===== src/rtl/led_pkg.sv =====
// rtl/led_pkg.sv - shared constants and helpers for the LED/button controller
//
// Purpose : LED mode encodings, register addresses, register field offsets
//           and a counter-width helper shared by led_button_ctrl and
//           button_debounce.
// Ports   : none (package)
package led_pkg;

  typedef enum logic [1:0] {
    MODE_OFF    = 2'd0,
    MODE_ON     = 2'd1,
    MODE_BLINK  = 2'd2,
    MODE_BUTTON = 2'd3
  } led_mode_e;

  localparam logic [1:0] ADDR_CTRL   = 2'd0;
  localparam logic [1:0] ADDR_STATUS = 2'd1;
  localparam logic [1:0] ADDR_PWM    = 2'd2;

  // CTRL: two 2-bit mode fields, LED0 in [1:0], LED1 in [3:2]
  localparam int CTRL_LED0_LSB = 0;
  localparam int CTRL_BITS     = 4;

  // STATUS: debounced levels in [1:0], sticky press flags in [3:2]
  localparam int STATUS_LEVEL_LSB = 0;
  localparam int STATUS_PRESS_LSB = 2;

  localparam logic [7:0] PWM_DUTY_RESET = 8'hFF;

  // Width of a counter that must hold 0..n-1; never narrower than one bit.
  function automatic int cnt_width(input int n);
    return (n > 1) ? $clog2(n) : 1;
  endfunction

endpackage


===== src/rtl/led_button_ctrl_if.sv =====
// rtl/led_button_ctrl_if.sv - CPU data-bus interface of the LED/button controller
//
// Purpose : groups the Hack CPU register bus.
// Signals : load    - write strobe, sampled on clk
//           address - register select (2 bits)
//           in      - write data (16 bits)
//           out     - read data, combinational from the addressed register
// Modports: master (CPU side), slave (controller side)
interface led_button_ctrl_if;
  logic        load;
  logic [1:0]  address;
  logic [15:0] in;
  logic [15:0] out;

  modport master (output load, output address, output in, input out);
  modport slave  (input load, input address, input in, output out);
endinterface


===== src/rtl/led_button_ctrl_debounce.sv =====
// rtl/led_button_ctrl_debounce.sv - two-flop synchroniser plus debounce counter, one button
//
// Purpose : accepts a new button level only after the synchronised input has
//           differed from the accepted level for DEBOUNCE_CYCLES consecutive
//           cycles; raw edge to stable change is DEBOUNCE_CYCLES+2 cycles.
// Ports   : clk    - clock
//           reset  - synchronous, active-high
//           raw    - asynchronous button input, active-high
//           stable - debounced level
//           press  - one-cycle pulse coincident with a stable 0->1 change
module button_debounce
  import led_pkg::*;
#(
  parameter int DEBOUNCE_CYCLES = 250000
) (
  input  logic clk,
  input  logic reset,
  input  logic raw,
  output logic stable,
  output logic press
);

  localparam int CW = cnt_width(DEBOUNCE_CYCLES);
  localparam logic [CW-1:0] CNT_LAST = CW'(DEBOUNCE_CYCLES - 1);

  logic          sync1;
  logic          sync2;
  logic [CW-1:0] cnt;

  always_ff @(posedge clk) begin
    if (reset) begin
      sync1  <= 1'b0;
      sync2  <= 1'b0;
      cnt    <= '0;
      stable <= 1'b0;
      press  <= 1'b0;
    end else begin
      sync1 <= raw;
      sync2 <= sync1;
      press <= 1'b0;
      if (sync2 != stable) begin
        if (cnt == CNT_LAST) begin
          stable <= sync2;
          cnt    <= '0;
          press  <= sync2;
        end else begin
          cnt <= cnt + 1'b1;
        end
      end else begin
        // any agreement restarts the qualification window
        cnt <= '0;
      end
    end
  end

endmodule


===== src/rtl/led_button_ctrl.sv =====
// rtl/led_button_ctrl.sv - memory-mapped controller for two LEDs and two push-buttons
//
// Purpose : debounces the buttons, keeps sticky press flags, and drives each
//           LED from a per-LED mode (off / on / blink / follow button).
//           Optional macro LED_PWM_EN adds a duty register at address 2 that
//           gates mode 1 and the on-phase of mode 2.
// Ports   : clk   - clock, all logic on rising edge
//           reset - synchronous, active-high
//           bus   - CPU register bus (led_button_ctrl_if.slave)
//           but   - raw asynchronous buttons [1:0], active-high
//           led   - registered LED drive [1:0], active-high
module led_button_ctrl
  import led_pkg::*;
#(
  parameter int DEBOUNCE_CYCLES = 250000,
  parameter int BLINK_DIV       = 12500000
) (
  input  logic             clk,
  input  logic             reset,
  led_button_ctrl_if.slave bus,
  input  logic [1:0]       but,
  output logic [1:0]       led
);

  localparam int BW = cnt_width(BLINK_DIV);
  localparam logic [BW-1:0] BLINK_LAST = BW'(BLINK_DIV - 1);

  logic [1:0]           stable;
  logic [1:0]           press;
  logic [CTRL_BITS-1:0] ctrl;
  logic [1:0]           flags;
  logic [BW-1:0]        presc;
  logic                 phase;
  logic                 gate;
  logic                 wr_ctrl;
  logic                 wr_status;
  logic                 unused_in;

  for (genvar i = 0; i < 2; i++) begin : g_btn
    button_debounce #(.DEBOUNCE_CYCLES(DEBOUNCE_CYCLES)) u_debounce (
      .clk    (clk),
      .reset  (reset),
      .raw    (but[i]),
      .stable (stable[i]),
      .press  (press[i])
    );
  end

  assign wr_ctrl   = bus.load && (bus.address == ADDR_CTRL);
  assign wr_status = bus.load && (bus.address == ADDR_STATUS);
  assign unused_in = ^bus.in[15:4];

`ifdef LED_PWM_EN
  logic [7:0] duty;
  logic [7:0] pwmcnt;
  logic       wr_pwm;

  assign wr_pwm = bus.load && (bus.address == ADDR_PWM);

  always_ff @(posedge clk) begin
    if (reset) begin
      duty   <= PWM_DUTY_RESET;
      pwmcnt <= '0;
    end else begin
      pwmcnt <= pwmcnt + 8'd1;
      if (wr_pwm) duty <= bus.in[7:0];
    end
  end

  // duty 0 never lights; duty 255 lights 255 of every 256 cycles
  assign gate = (pwmcnt < duty);
`else
  assign gate = 1'b1;
`endif

  function automatic logic led_drive(input led_mode_e mode, input logic ph,
                                     input logic g, input logic st);
    case (mode)
      MODE_OFF:    return 1'b0;
      MODE_ON:     return g;
      MODE_BLINK:  return ph & g;
      MODE_BUTTON: return st;
      default:     return 1'b0;
    endcase
  endfunction

  always_ff @(posedge clk) begin
    if (reset) begin
      ctrl  <= '0;
      flags <= '0;
      presc <= '0;
      phase <= 1'b0;
      led   <= '0;
    end else begin
      // free-running: CTRL writes never disturb the blink cadence
      if (presc == BLINK_LAST) begin
        presc <= '0;
        phase <= ~phase;
      end else begin
        presc <= presc + 1'b1;
      end

      if (wr_ctrl) ctrl <= bus.in[CTRL_LED0_LSB +: CTRL_BITS];

      // W1C clear first, then OR in new presses so a same-cycle set wins
      flags <= (flags & ~(wr_status ? bus.in[STATUS_PRESS_LSB +: 2] : 2'b00)) | press;

      for (int i = 0; i < 2; i++) begin
        led[i] <= led_drive(led_mode_e'(ctrl[2*i +: 2]), phase, gate, stable[i]);
      end
    end
  end

  always_comb begin
    bus.out = '0;
    case (bus.address)
      ADDR_CTRL:   bus.out[CTRL_BITS-1:0] = ctrl;
      ADDR_STATUS: begin
        bus.out[STATUS_LEVEL_LSB +: 2] = stable;
        bus.out[STATUS_PRESS_LSB +: 2] = flags;
      end
`ifdef LED_PWM_EN
      ADDR_PWM:    bus.out[7:0] = duty;
`endif
      default:     bus.out = '0;
    endcase
  end

endmodule


===== src/flat_wrapper.sv =====
// flat-port wrapper written by rule: the top's interface ports become plain ports
module led_button_ctrl_flat import led_pkg::*;
#(
  parameter int DEBOUNCE_CYCLES = 250000,
  parameter int BLINK_DIV       = 12500000
)
  (clk, reset, but, led, bus_load, bus_address, bus_in, bus_out);
  led_button_ctrl_if bus_i ();
  input  logic clk;
  input  logic reset;
  input  logic [1:0] but;
  output logic [1:0] led;
  input wire logic [$bits(bus_i.load)-1:0] bus_load;
  input wire logic [$bits(bus_i.address)-1:0] bus_address;
  input wire logic [$bits(bus_i.in)-1:0] bus_in;
  output wire logic [$bits(bus_i.out)-1:0] bus_out;
  assign bus_i.load = bus_load;
  assign bus_i.address = bus_address;
  assign bus_i.in = bus_in;
  assign bus_out = bus_i.out;
  led_button_ctrl #(.DEBOUNCE_CYCLES(DEBOUNCE_CYCLES), .BLINK_DIV(BLINK_DIV)) u_core (.clk(clk), .reset(reset), .bus(bus_i), .but(but), .led(led));
endmodule

===== config.mk =====
export PLATFORM = sky130hd
export DESIGN_NAME = led_button_ctrl_flat
export DESIGN_NICKNAME = d
export VERILOG_FILES = /design/src/rtl/led_pkg.sv /design/src/rtl/led_button_ctrl_if.sv /design/src/rtl/led_button_ctrl_debounce.sv /design/src/rtl/led_button_ctrl.sv /design/src/flat_wrapper.sv
export SDC_FILE = /design/constraint.sdc
export NUM_CORES = 1
export LEC_CHECK = 0
export ABC_AREA = 0
export CORE_MARGIN = 3
export CORE_UTILIZATION = 35
export DETAILED_ROUTE_END_ITERATION = 16
export SYNTH_ARGS = -nofsm -noshare
export SYNTH_HDL_FRONTEND = slang
export SYNTH_HIERARCHICAL = 1
export SYNTH_SLANG_ARGS = --single-unit
export TNS_END_PERCENT = 50

===== constraint.sdc =====
create_clock -name clk -period 1.8 [get_ports clk]
set_clock_uncertainty 0.15 [all_clocks]
set_input_delay 0.36 -clock clk [delete_from_list [all_inputs] [get_ports clk]]
set_output_delay 0.36 -clock clk [all_outputs]
set_load 0.05 [all_outputs]

# After elaboration in Yosys (flattened, before gate mapping)
# Index checks and enable logic that the tools add are counted.
# word_totals
inputBits,23
register_bits,77
output_inout_bits,18
elab_cells,54
# op_classes
n_eq_ne,12
n_bitwise,8
n_reduce_logical,12
n_mux,4
n_addsub,3
# ops
op,n
$add A18 B1 Y18 const B,2
$eq A18 B18 Y1 const B,2
$add A24 B1 Y24 const B,1
$eq A24 B24 Y1 const B,1
$reduce_or A3 Y1,4
$eq A2 B2 Y1 const B,4
$pmux W1 S4,2
$pmux W4 S2,1
$eq A2 B1 Y1 const B,3
$logic_not A2 Y1,3
$not A1 Y1,5
$reduce_and A2 Y1,2
$and A2 B2 Y2,1
$logic_and A1 B1 Y1,2
$mux W2,1
$ne A1 B1 Y1,2
$not A2 Y2,1
$or A2 B2 Y2,1
$reduce_or A2 Y1,1

# Longest topological paths before layout
# Gate-level depths: netlist of the first run.
# logic_depth
ltp_word,6
ltp_mapped,7
depth_no_buf,5

# Hierarchy
# Netlist of the first run, hierarchy kept.
# by_module_without_submodules
mod,instances,seq_area_each_um2,area_per_inst_um2,cells_per_inst
button_debounce,2,440.4,965.9,106
led_button_ctrl,1,660.6,1655.3,188

# Least setup slack after synthesis of the first run
# Ideal clock, no wire load.
# synth_path
kind,input to output
from,input port bus_address[0]
to,output port bus_out[0]
t_arrival_ns,1.386
n_path_buf,1
stages,3
t_required_ns,1.290
path_slack_ns,-0.096
cell_sequence,clkbuf_1 -> mux2i_1 -> nor2_1
# synth_between
elab_chain_cells,2
elab_cells_between_ends,3
classes_between,eq/ne (1); mux (1); reduce/logical (1)
# synth_rtl
item,line_no,rtl
start: declaration,flat_wrapper.sv:14,input wire logic [$bits(bus_i.address)-1:0] bus_address;
$eq A2 B1 Y1 / $logic_not A2 Y1 (equally long branches),led_button_ctrl.sv:116,case (bus.address)
$pmux W4 S2 *,led_button_ctrl.sv:116,
end: declaration,flat_wrapper.sv:16,output wire logic [$bits(bus_i.out)-1:0] bus_out;
# Mark *: on every way between the ends. The rest lies on a longest branch, timed or not.

# Worst setup path after layout of the first run
# layout_path
from,register u_core.presc[1]
to,register u_core.presc[19]
# layout_between
elab_chain_cells,2
elab_cells_between_ends,3
classes_between,add/sub (1); eq/ne (1); reduce/logical (1)
# layout_rtl
item,line_no,rtl
start: declaration,led_button_ctrl.sv:32,logic [BW-1:0] presc;
start signal: assignment,led_button_ctrl.sv:100,presc <= presc + 1'b1;
"parallel branches: the longest is 2 deep, another holds $add A24 B1 Y24",--,
# Several ways; the timed one is not identified.
# A chain may end at the register's enable or synchronous reset.

==> results.sh, run 1 <==
export IMPL_synth_top_area_cell="dfxtp_1"
export IMPL_synth_common_cells="dfxtp_1, nor2_1, xnor2_1"
export IMPL_h_tree_depth=3
export IMPL_multi_input_area_um2=1957
export IMPL_place_congestion=0.8118
export IMPL_synth_edf_count=0
export IMPL_antenna_cells=0
export IMPL_synth_async_reset_ratio=0
export IMPL_synth_area_leaders="dfxtp_1, xnor2_1, nor2_1, buf_4, nand4_1"
export IMPL_first_iter_violations=89
export IMPL_ys_ff_latch=77
export IMPL_vias_per_cell=4.931
export IMPL_hp_class="reg2reg"
export IMPL_ir_drop_mv=0.4336
export IMPL_yosysWarnings=6
export IMPL_timing_final_crit_period_ns=1.728
export IMPL_syn_area_um2=3587
export IMPL_nets=499
export IMPL_fin_total_pwr_mw=3.255
export IMPL_ys_seq_area_frac=0.4297
export IMPL_cts_sinks=77
export IMPL_cts_buffers=9
export IMPL_gr_usage_all_layers=0.1351
export IMPL_status="completed"
export IMPL_cp_end_kind="register"
export IMPL_max_freq_mhz=578.5
export IMPL_fin_crit_sh=0.9603
export IMPL_yosysTopAreaCellShare=0.4297
export IMPL_cap_violations=0
export IMPL_worstPathRequired_ns=1.93
export IMPL_grt_pass1_vias=2952
export IMPL_drc_errors=0
export IMPL_critPathKind="reg2reg"
export IMPL_core_um2=9864
export IMPL_startpoint_type="register"
export IMPL_wire_per_inst_um=12.13
export IMPL_grt_use_met3=0.03010
export IMPL_utilization=0.4630
export IMPL_path_max_fanout=9
export IMPL_p_per_area_nw_per_um2=712.8
export IMPL_num_rows=36
export IMPL_power_leakage_nw=1.598
export IMPL_synth_top_flop_cell="dfxtp_1"
export IMPL_dp_hpwl_mm=5.459
export IMPL_postCtsSetupRepairBufs=0
export IMPL_grt_antenna_before_repair=0
export IMPL_grt_max_degree=25
export IMPL_cts_tree="done"
export IMPL_register_area_um2=1551
export IMPL_drt_wl_total_mm=7.414
export IMPL_die_area_um2=11500
export IMPL_initial_core_util=0.3636
export IMPL_grt_pass1_wl_mm=12.72
export IMPL_postSynthAreaPerCell_um2=8.968
export IMPL_ant_nets=0
export IMPL_clk_path_buf_depth=2
export IMPL_rr_worst_depth=5
export IMPL_portBuffers=16
export IMPL_layout_drive_gt1_share=0.2510
export IMPL_fillers=954
export IMPL_maxSlewViolCount=0
export IMPL_synth_distinct_cells=46
export IMPL_clk_latency_ns=0.34
export IMPL_min_path_cells=1
export IMPL_die_h_um=107.2
export IMPL_yosysMostFrequentCell="dfxtp_1"
export IMPL_grt_remaining_overflow=0
export IMPL_worstPathArrival_ns=1.86
export IMPL_hold_viol_final=0
export IMPL_worst_slack_ns=0.07154
export IMPL_io_pins=41
export IMPL_synthToLayoutAreaGrowth_pct=27.31
export IMPL_grt_met1_usage=0.1553
export IMPL_synthCells=400
export IMPL_die_w_um=107.2
export IMPL_cts_clk_slew_worst_paths_ns=0.09
export IMPL_grtUsageMet2=0.2413
export IMPL_dp_slack_ns=-0.1985
export IMPL_cts_root_buf="clkbuf_8"
export IMPL_vias=3013
export IMPL_setup_viol=0
export IMPL_top_usage_layer="met2"
export IMPL_dr_pass1_iters=4
==> final timing paths <==
| check | startpoint | end | slack [ns] |
|---|---|---|---|
| max | u_core/presc[1] | u_core/presc[19] | 0.07 |
| min | u_core/g_btn[1].u_debounce/sync1 | u_core/g_btn[1].u_debounce/sync2 | 0.29 |
| max reg2reg | u_core/presc[1] | u_core/presc[19] | 0.07 |
| min reg2reg | u_core/g_btn[1].u_debounce/sync1 | u_core/g_btn[1].u_debounce/sync2 | 0.29 |
==> cells by family after synthesis <==
kind of cell,Yosys count,share of synthesized area
buf+inv,33,0.05302
mux,6,0.01674
flops,77,0.4297
simple gates,197,0.3150
fa+ha+maj,3,0.01047
compound gates,37,0.06174
xor+xnor,46,0.1123
other cells,1,0.001045
==> routing by layer <==
layer / vias to the layer above / wire, um
li1: 1540 / -
met1: 1423 / 3325
met2: 38 / 3773
met3: 12 / 197
met4: 0 / 117
met5: - / 0
==> power by group <==
group	internal, mW	switching (mW)	total (mW)
clock network	0.716	0.623	1.34
registers	1.72	0.0109	1.73
logic	0.0685	0.118	0.187
total	2.50	0.753	3.26
==> flip-flops by register name (all words and copies together) (netlist names) <==
| signal | flops |
|---|---|
| u_core/g_btn.u_debounce/sync1 | 2 |
| u_core/presc | 24 |
| u_core/phase | 1 |
| u_core/g_btn.u_debounce/cnt | 36 |
| u_core/ctrl | 4 |
| u_core/led | 2 |
| u_core/g_btn.u_debounce/stable | 2 |
| u_core/g_btn.u_debounce/press | 2 |
| u_core/flags | 2 |
| u_core/g_btn.u_debounce/sync2 | 2 |
==> what timing repair did <==
action | 4_1_cts | 5_1_grt
hold buffers | 0 | 0
gates resized for setup | 3 | 16
endpoints found under the setup margin | 7 | 29
==> critical path, cell delays in order, from the launching register on <==
cell and delay (ns):
dfxtp_2 0.35, buf_4 0.12, nand4_2 0.11, or2_4 0.29, or4b_4 0.49, a21oi_2 0.15
==> per-stage QoR <==
stage          hold WS [ns]  area, um^2  TNS (ns)  std cells
2_1_floorplan        0.2630        3657         0        411
3_3_place_gp         0.2739        4310    -1.001        595
3_5_place_dp         0.2745        4310    -1.319        595
4_1_cts              0.2918        4523         0        611
5_1_grt              0.3028        4567  -0.01693        611
6_report             0.2874        4567         0        611
==> layout by cell type (no fill, tap or decap), drive strengths merged, types with 8 or more instances in the layout <==
cell and count:
buf 63, nand3 18, clkdlybuf4s50 8, nor3 10
dfxtp 77, nand4 22, a21oi 19, nand2 17
nor2 67, clkbuf 11, inv 11, o21ai 10
conb 12, nor4 16, xor2 10, xnor2 36
==> final cells by class <==
class / count / area share
clock buffers: 11 / 0.03315
clock inverters: 5 / 0.01288
inverters: 11 / 0.009041
multi-input cells: 301 / 0.4285
flip-flops and latches: 77 / 0.3397
well taps: 133 / 0.03644
repair buffers: 73 / 0.1403
Note: power is estimated with default switching activity, not from simulation.
==> run 2: changes to the inputs <==
- CELL_PAD_IN_SITES_DETAIL_PLACEMENT: unset -> 0
- CELL_PAD_IN_SITES_GLOBAL_PLACEMENT: unset -> 1
- PLACE_DENSITY_LB_ADDON: unset -> 0.1
- REMOVE_ABC_BUFFERS: unset -> 1
==> run 2 against run 1 <==
  * Critical path depth is the same
  * Routed wire length grew 4.6%
  * Core utilization grew 0.48 points
  * Die area is the same
  * Combinational power grew 2%
  * Flip-flop and latch count is the same
  * First-iteration DRC count grew 16%
  * Global-route usage grew 0.78 points
  * Register-to-register slack lost 0.02 ns
  * Largest cell class unchanged
  * Non-clock buffer count shrank 2
  * Final area grew 1.0%
==> results.sh, run 2 (same netlist as run 1, synthesis figures left out) <==
export IMPL_nets=497
export IMPL_p_per_area_nw_per_um2=724.5
export IMPL_fillers=933
export IMPL_cap_violations=0
export IMPL_die_area_um2=11500
export IMPL_critPathKind="reg2reg"
export IMPL_final_common_cell="dfxtp_1"
export IMPL_cp_end_kind="register"
export IMPL_gr_usage_all_layers=0.1429
export IMPL_swShare=0.2323
export IMPL_stdcell_area_um2=4614
export IMPL_top_regs="u_core/g_btn.u_debounce/cnt x36, u_core/presc x24, u_core/ctrl x4"
export IMPL_grt_max_degree=25
export IMPL_max_freq_mhz=571.6
export IMPL_hold_viol_final=0
export IMPL_layout_drive_gt1_share=0.2752
export IMPL_worstPathRequired_ns=1.93
export IMPL_dp_slack_ns=-0.1881
export IMPL_register_area_um2=1556
export IMPL_hold_buffers=0
export IMPL_die_w_um=107.2
export IMPL_num_rows=36
export IMPL_p_int_mw=2.567
export IMPL_cp_cell_sequence="ha_4 -> and4_4 -> nand4_4 -> or4b_4 -> a21oi_2"
export IMPL_regToRegSetupSlack_ns=0.05
export IMPL_core_um2=9864
export IMPL_critPathSlowestCell="or4b_4"
export IMPL_cp_top_family="simple AND/OR/NAND/NOR gates"
export IMPL_cts_buffers=9
export IMPL_h_tree_depth=3
export IMPL_multi_input_area_um2=2012
export IMPL_fin_cells=609
export IMPL_crit_reg2reg_launch="u_core/presc[0]"
export IMPL_grt_antenna_before_repair=0
export IMPL_drc_errors=0
export IMPL_hp_class="reg2reg"
export IMPL_rr_worst_depth=5
export IMPL_setup_viol=0
export IMPL_vias=2927
export IMPL_cts_sinks=77
export IMPL_vias_per_cell=4.806
export IMPL_seq_power_share=0.517
export IMPL_worst_slack_ns=0.05054
export IMPL_dr_pass1_iters=4
export IMPL_first_iter_violations=103
export IMPL_grt_pass1_wl_mm=13.37
export IMPL_initial_core_util=0.3636
export IMPL_utilization=0.4678
export IMPL_grt_remaining_overflow=0
export IMPL_worstPathArrival_ns=1.87
export IMPL_cts_clk_slew_worst_paths_ns=0.09
export IMPL_startpoint_type="register"
export IMPL_grt_pass1_vias=2807
export IMPL_clk_path_buf_depth=2
export IMPL_reg2reg_to="u_core/presc[18]"
export IMPL_wire_per_inst_um=12.73
export IMPL_antenna_cells=0
export IMPL_whs_ns=0.2903
export IMPL_power_leakage_nw=1.589
export IMPL_comb_power_share=0.057
export IMPL_rsz0062_at_grt="yes"
export IMPL_min_delay_start="u_core/g_btn[0].u_debounce/press"
export IMPL_switchingPower_uw=776.5
export IMPL_dp_cells=591
export IMPL_pwr_share_clk=0.426
export IMPL_drt_wl_total_mm=7.755
export IMPL_cts_root_buf="clkbuf_8"
export IMPL_portBuffers=16
export IMPL_dp_hpwl_mm=5.537
export IMPL_path_max_fanout=6
export IMPL_fin_total_pwr_mw=3.343
export IMPL_maxSlewViolCount=0
export IMPL_setup_tns_ns=0
export IMPL_holdPathEnd="u_core/flags[0]"
export IMPL_status="completed"
export IMPL_clk_latency_ns=0.34
export IMPL_layout_common_cells="dfxtp_1, nor2_1, buf_4"
export IMPL_ir_drop_mv=0.4371
export IMPL_synthToLayoutAreaGrowth_pct=28.64
export IMPL_timing_final_crit_period_ns=1.749
export IMPL_cts_tree="done"
export IMPL_placed_area_um2=4255
export IMPL_die_h_um=107.2
export IMPL_ant_nets=0
export IMPL_critical_path_max_stage_delay_ns=0.56
export IMPL_path_buf_inv=0
export IMPL_io_pins=41
export IMPL_min_path_cells=2
export IMPL_fin_crit_sh=0.9719
export IMPL_top_register="u_core/g_btn.u_debounce/cnt"
export IMPL_largest_reg_flops=36
export IMPL_place_congestion=0.7708
## run 2: cell count changes in the layout (fill, tap and decap cells not counted), sizes merged
cell	previous run	this run
clkinv	2	1
bufinv	1	2
clkinvlp	2	3
buf	63	61
clkbuf	11	10
dlygate4sd2	1	0
clkdlybuf4s15	0	1
## run 2: repair_timing
action                                  4_1_cts  5_1_grt
hold endpoints to repair                      0        0
buffers inserted                              0        2
gates resized for setup                       4       37
pin swaps                                     0        5
endpoints found under the setup margin        9       54
## run 2: layer usage
layer | vias up | GRT usage | part of all wire
met3 | 9 | 0.03552 | 0.032
met2 | 41 | 0.2113 | 0.43
li1 | 1532 | - | -
met1 | 1345 | 0.2050 | 0.53
met4 | 0 | 0.04110 | 0.012
met5 | - | 0 | 0
## run 2: worst max path at each step
stage | endpoint | from | depth (start not counted) | slack [ns]
final | u_core/presc[18] | u_core/presc[0] | 5 | 0.05
after global routing | u_core/g_btn[1].u_debounce/cnt[12] | u_core/g_btn[1].u_debounce/cnt[1] | 5 | -0.03
after CTS | u_core/presc[18] | u_core/presc[0] | 5 | 0.004
after detailed placement | bus_out[0] | bus_address[0] | 4 | -0.19
after global placement | bus_out[0] | bus_address[0] | 4 | -0.15
after floorplan | u_core/presc[10] | u_core/presc[0] | 5 | -0.58
## run 2: layout make-up
class | instances | share of cell area
Clock inverter | 6 | 0.01898
Timing Repair Buffer | 71 | 0.1350
Tap cell | 133 | 0.03606
Inverter | 11 | 0.008948
Clock buffer | 10 | 0.02766
Multi-Input combinational cell | 301 | 0.4360
Sequential cell | 77 | 0.3373
## run 2: worst register-to-register path, stage by stage, from the launching register on
cell	delay, ns
dfxtp_2	0.36
ha_4	0.14
and4_4	0.25
nand4_4	0.12
or4b_4	0.56
a21oi_2	0.11
## run 2: power by group through the flow
stage	Sequential (mW)	Combinational [mW]	Clock, mW
floorplan	1.77	0.0980	0
global placement	1.77	0.186	0
detailed placement	1.77	0.186	0
CTS	1.73	0.186	1.47
global route	1.73	0.206	1.56
finish	1.73	0.191	1.42
==> run 3: changes to the inputs <==
- CORE_MARGIN: 3 -> 4
==> run 3 against run 2 <==
  * Via count fell by 0.58%
  * Global-route usage fell by 1.0 points
  * Largest power group unchanged
  * Core utilization fell by 0.30 points
  * Critical path depth did not move
  * Final cell count fell by 0.33%
  * Clock-buffer cell count did not move
  * Total power fell by 3.0%
==> results.sh, run 3 (same netlist as run 1, synthesis figures left out) <==
export IMPL_hold_buffers=0
export IMPL_layout_common_cells="dfxtp_1, nor2_1, buf_4"
export IMPL_dp_hpwl_mm=5.489
export IMPL_h_tree_depth=3
export IMPL_grt_remaining_overflow=0
export IMPL_cts_buffers=9
export IMPL_first_iter_violations=86
export IMPL_io_pins=41
export IMPL_critPathKind="reg2reg"
export IMPL_vias_per_cell=4.794
export IMPL_crit_reg2reg_launch="u_core/presc[1]"
export IMPL_grt_use_met3=0.03375
export IMPL_cts_clk_slew_worst_paths_ns=0.08
export IMPL_regToRegSetupSlack_ns=0.04
export IMPL_layout_drive_gt1_share=0.2722
export IMPL_ant_nets=0
export IMPL_setup_viol=0
export IMPL_vias=2910
export IMPL_final_common_cell="dfxtp_1"
export IMPL_stdcell_area_um2=4584
export IMPL_reg2reg_to="u_core/presc[18]"
export IMPL_top_usage_layer="met2"
export IMPL_p_int_mw=2.474
export IMPL_p_per_area_nw_per_um2=707.1
export IMPL_die_w_um=109.2
export IMPL_cts_tree="done"
export IMPL_grt_max_degree=25
export IMPL_synthToLayoutAreaGrowth_pct=27.80
export IMPL_path_max_fanout=5
export IMPL_clk_path_buf_depth=2
export IMPL_min_path_cells=1
export IMPL_max_freq_mhz=569.1
export IMPL_seq_power_share=0.533
export IMPL_hp_class="reg2reg"
export IMPL_ir_drop_mv=0.4351
export IMPL_status="completed"
export IMPL_top_regs="u_core/g_btn.u_debounce/cnt x36, u_core/presc x24, u_core/ctrl x4"
export IMPL_min_delay_start="u_core/g_btn[1].u_debounce/sync1"
export IMPL_grt_pass1_wl_mm=12.73
export IMPL_antenna_cells=0
export IMPL_pwr_share_clk=0.408
export IMPL_power_leakage_nw=1.573
export IMPL_clk_latency_ns=0.34
export IMPL_switchingPower_uw=767.1
export IMPL_drt_wl_total_mm=7.475
export IMPL_critPathSlowestCell="or4b_4"
export IMPL_largest_reg_flops=36
export IMPL_cp_end_kind="register"
export IMPL_fin_crit_sh=0.9763
export IMPL_die_area_um2=11930
export IMPL_dr_pass1_iters=4
export IMPL_place_congestion=0.7244
export IMPL_cts_root_buf="clkbuf_8"
export IMPL_hold_viol_final=0
export IMPL_num_rows=36
export IMPL_gr_usage_all_layers=0.1329
export IMPL_portBuffers=16
export IMPL_worstPathRequired_ns=1.93
export IMPL_holdPathEnd="u_core/g_btn[1].u_debounce/sync2"
export IMPL_grt_pass1_vias=2756
export IMPL_rsz0062_at_grt="yes"
export IMPL_comb_power_share=0.058
export IMPL_critical_path_max_stage_delay_ns=0.56
export IMPL_grtUsageMet2=0.2096
export IMPL_swShare=0.2367
export IMPL_initial_core_util=0.3636
export IMPL_maxSlewViolCount=0
export IMPL_wire_per_inst_um=12.31
export IMPL_worstPathArrival_ns=1.88
export IMPL_cap_violations=0
export IMPL_nets=495
export IMPL_rr_worst_depth=5
export IMPL_cp_cell_sequence="ha_4 -> and4_4 -> nand4_4 -> or4b_4 -> a21oi_2"
export IMPL_die_h_um=109.2
export IMPL_drc_errors=0
export IMPL_grt_met1_usage=0.1778
export IMPL_top_register="u_core/g_btn.u_debounce/cnt"
export IMPL_grt_antenna_before_repair=0
export IMPL_startpoint_type="register"
export IMPL_timing_final_crit_period_ns=1.757
export IMPL_whs_ns=0.2884
export IMPL_cts_sinks=77
export IMPL_placed_area_um2=4240
export IMPL_core_um2=9864
-- run 3: final cells by class --
cell class	count	area (um^2)
flip-flops and latches	77	1558
multi-input cells	301	1999
inverters	11	41.29
clock inverters	6	71.32
repair buffers	69	610.6
fillers	975	5280
well taps	133	166.4
clock buffers	10	137.6
-- run 3: power groups by stage --
stage	logic (mW)	registers [mW]	clock network [mW]
floorplan	0.0980	1.77	0
global placement	0.187	1.77	0
detailed placement	0.187	1.77	0
CTS	0.188	1.73	1.39
global route	0.205	1.73	1.46
finish	0.189	1.73	1.32
-- run 3: routing by layer --
metal | routed length, um | part of all wire
met1 | 3680 | 0.49
met2 | 3420 | 0.46
met3 | 277 | 0.037
met4 | 97 | 0.013
met5 | 0 | 0
-- run 3: timing repair --
action | 4_1_cts | 5_1_grt
resized for setup | 5 | 35
pin swaps | 0 | 10
endpoints found under the setup margin | 7 | 65
buffers inserted | 0 | 2
-- run 3: how the worst max path moves through the flow --
stage	end	from	slack (ns)	cells after the start
floorplan	u_core/presc[10]	u_core/presc[0]	-0.58	5
global placement	bus_out[0]	bus_address[0]	-0.16	4
detailed placement	bus_out[0]	bus_address[0]	-0.17	4
CTS	bus_out[0]	bus_address[1]	-0.02	3
global route	u_core/presc[18]	u_core/presc[1]	-0.04	5
finish	u_core/presc[18]	u_core/presc[1]	0.04	5
-- run 3: critical path: cells and delay by family, from the launching register on --
family | cells | cell delay [ns]
AOI/OAI and AO/OA | 1 | 0.12
DFF | 1 | 0.36
and+or+nand+nor | 3 | 0.93
adders and majority gates | 1 | 0.14
-- run 3: metrics by stage --
stage	worst slack [ns]	std cells	utilization	TNS [ns]	power, mW
after detailed placement	-0.1705	589	0.4299	-1.111	1.954
after CTS	-0.02345	605	0.4517	-0.04162	3.304
final	0.04273	607	0.4647	0	3.242
after global placement	-0.1630	589	0.4299	-1.020	1.953
after floorplan	-0.5774	389	-	-13.40	1.869
after global routing	-0.03953	607	0.4647	-0.06261	3.395
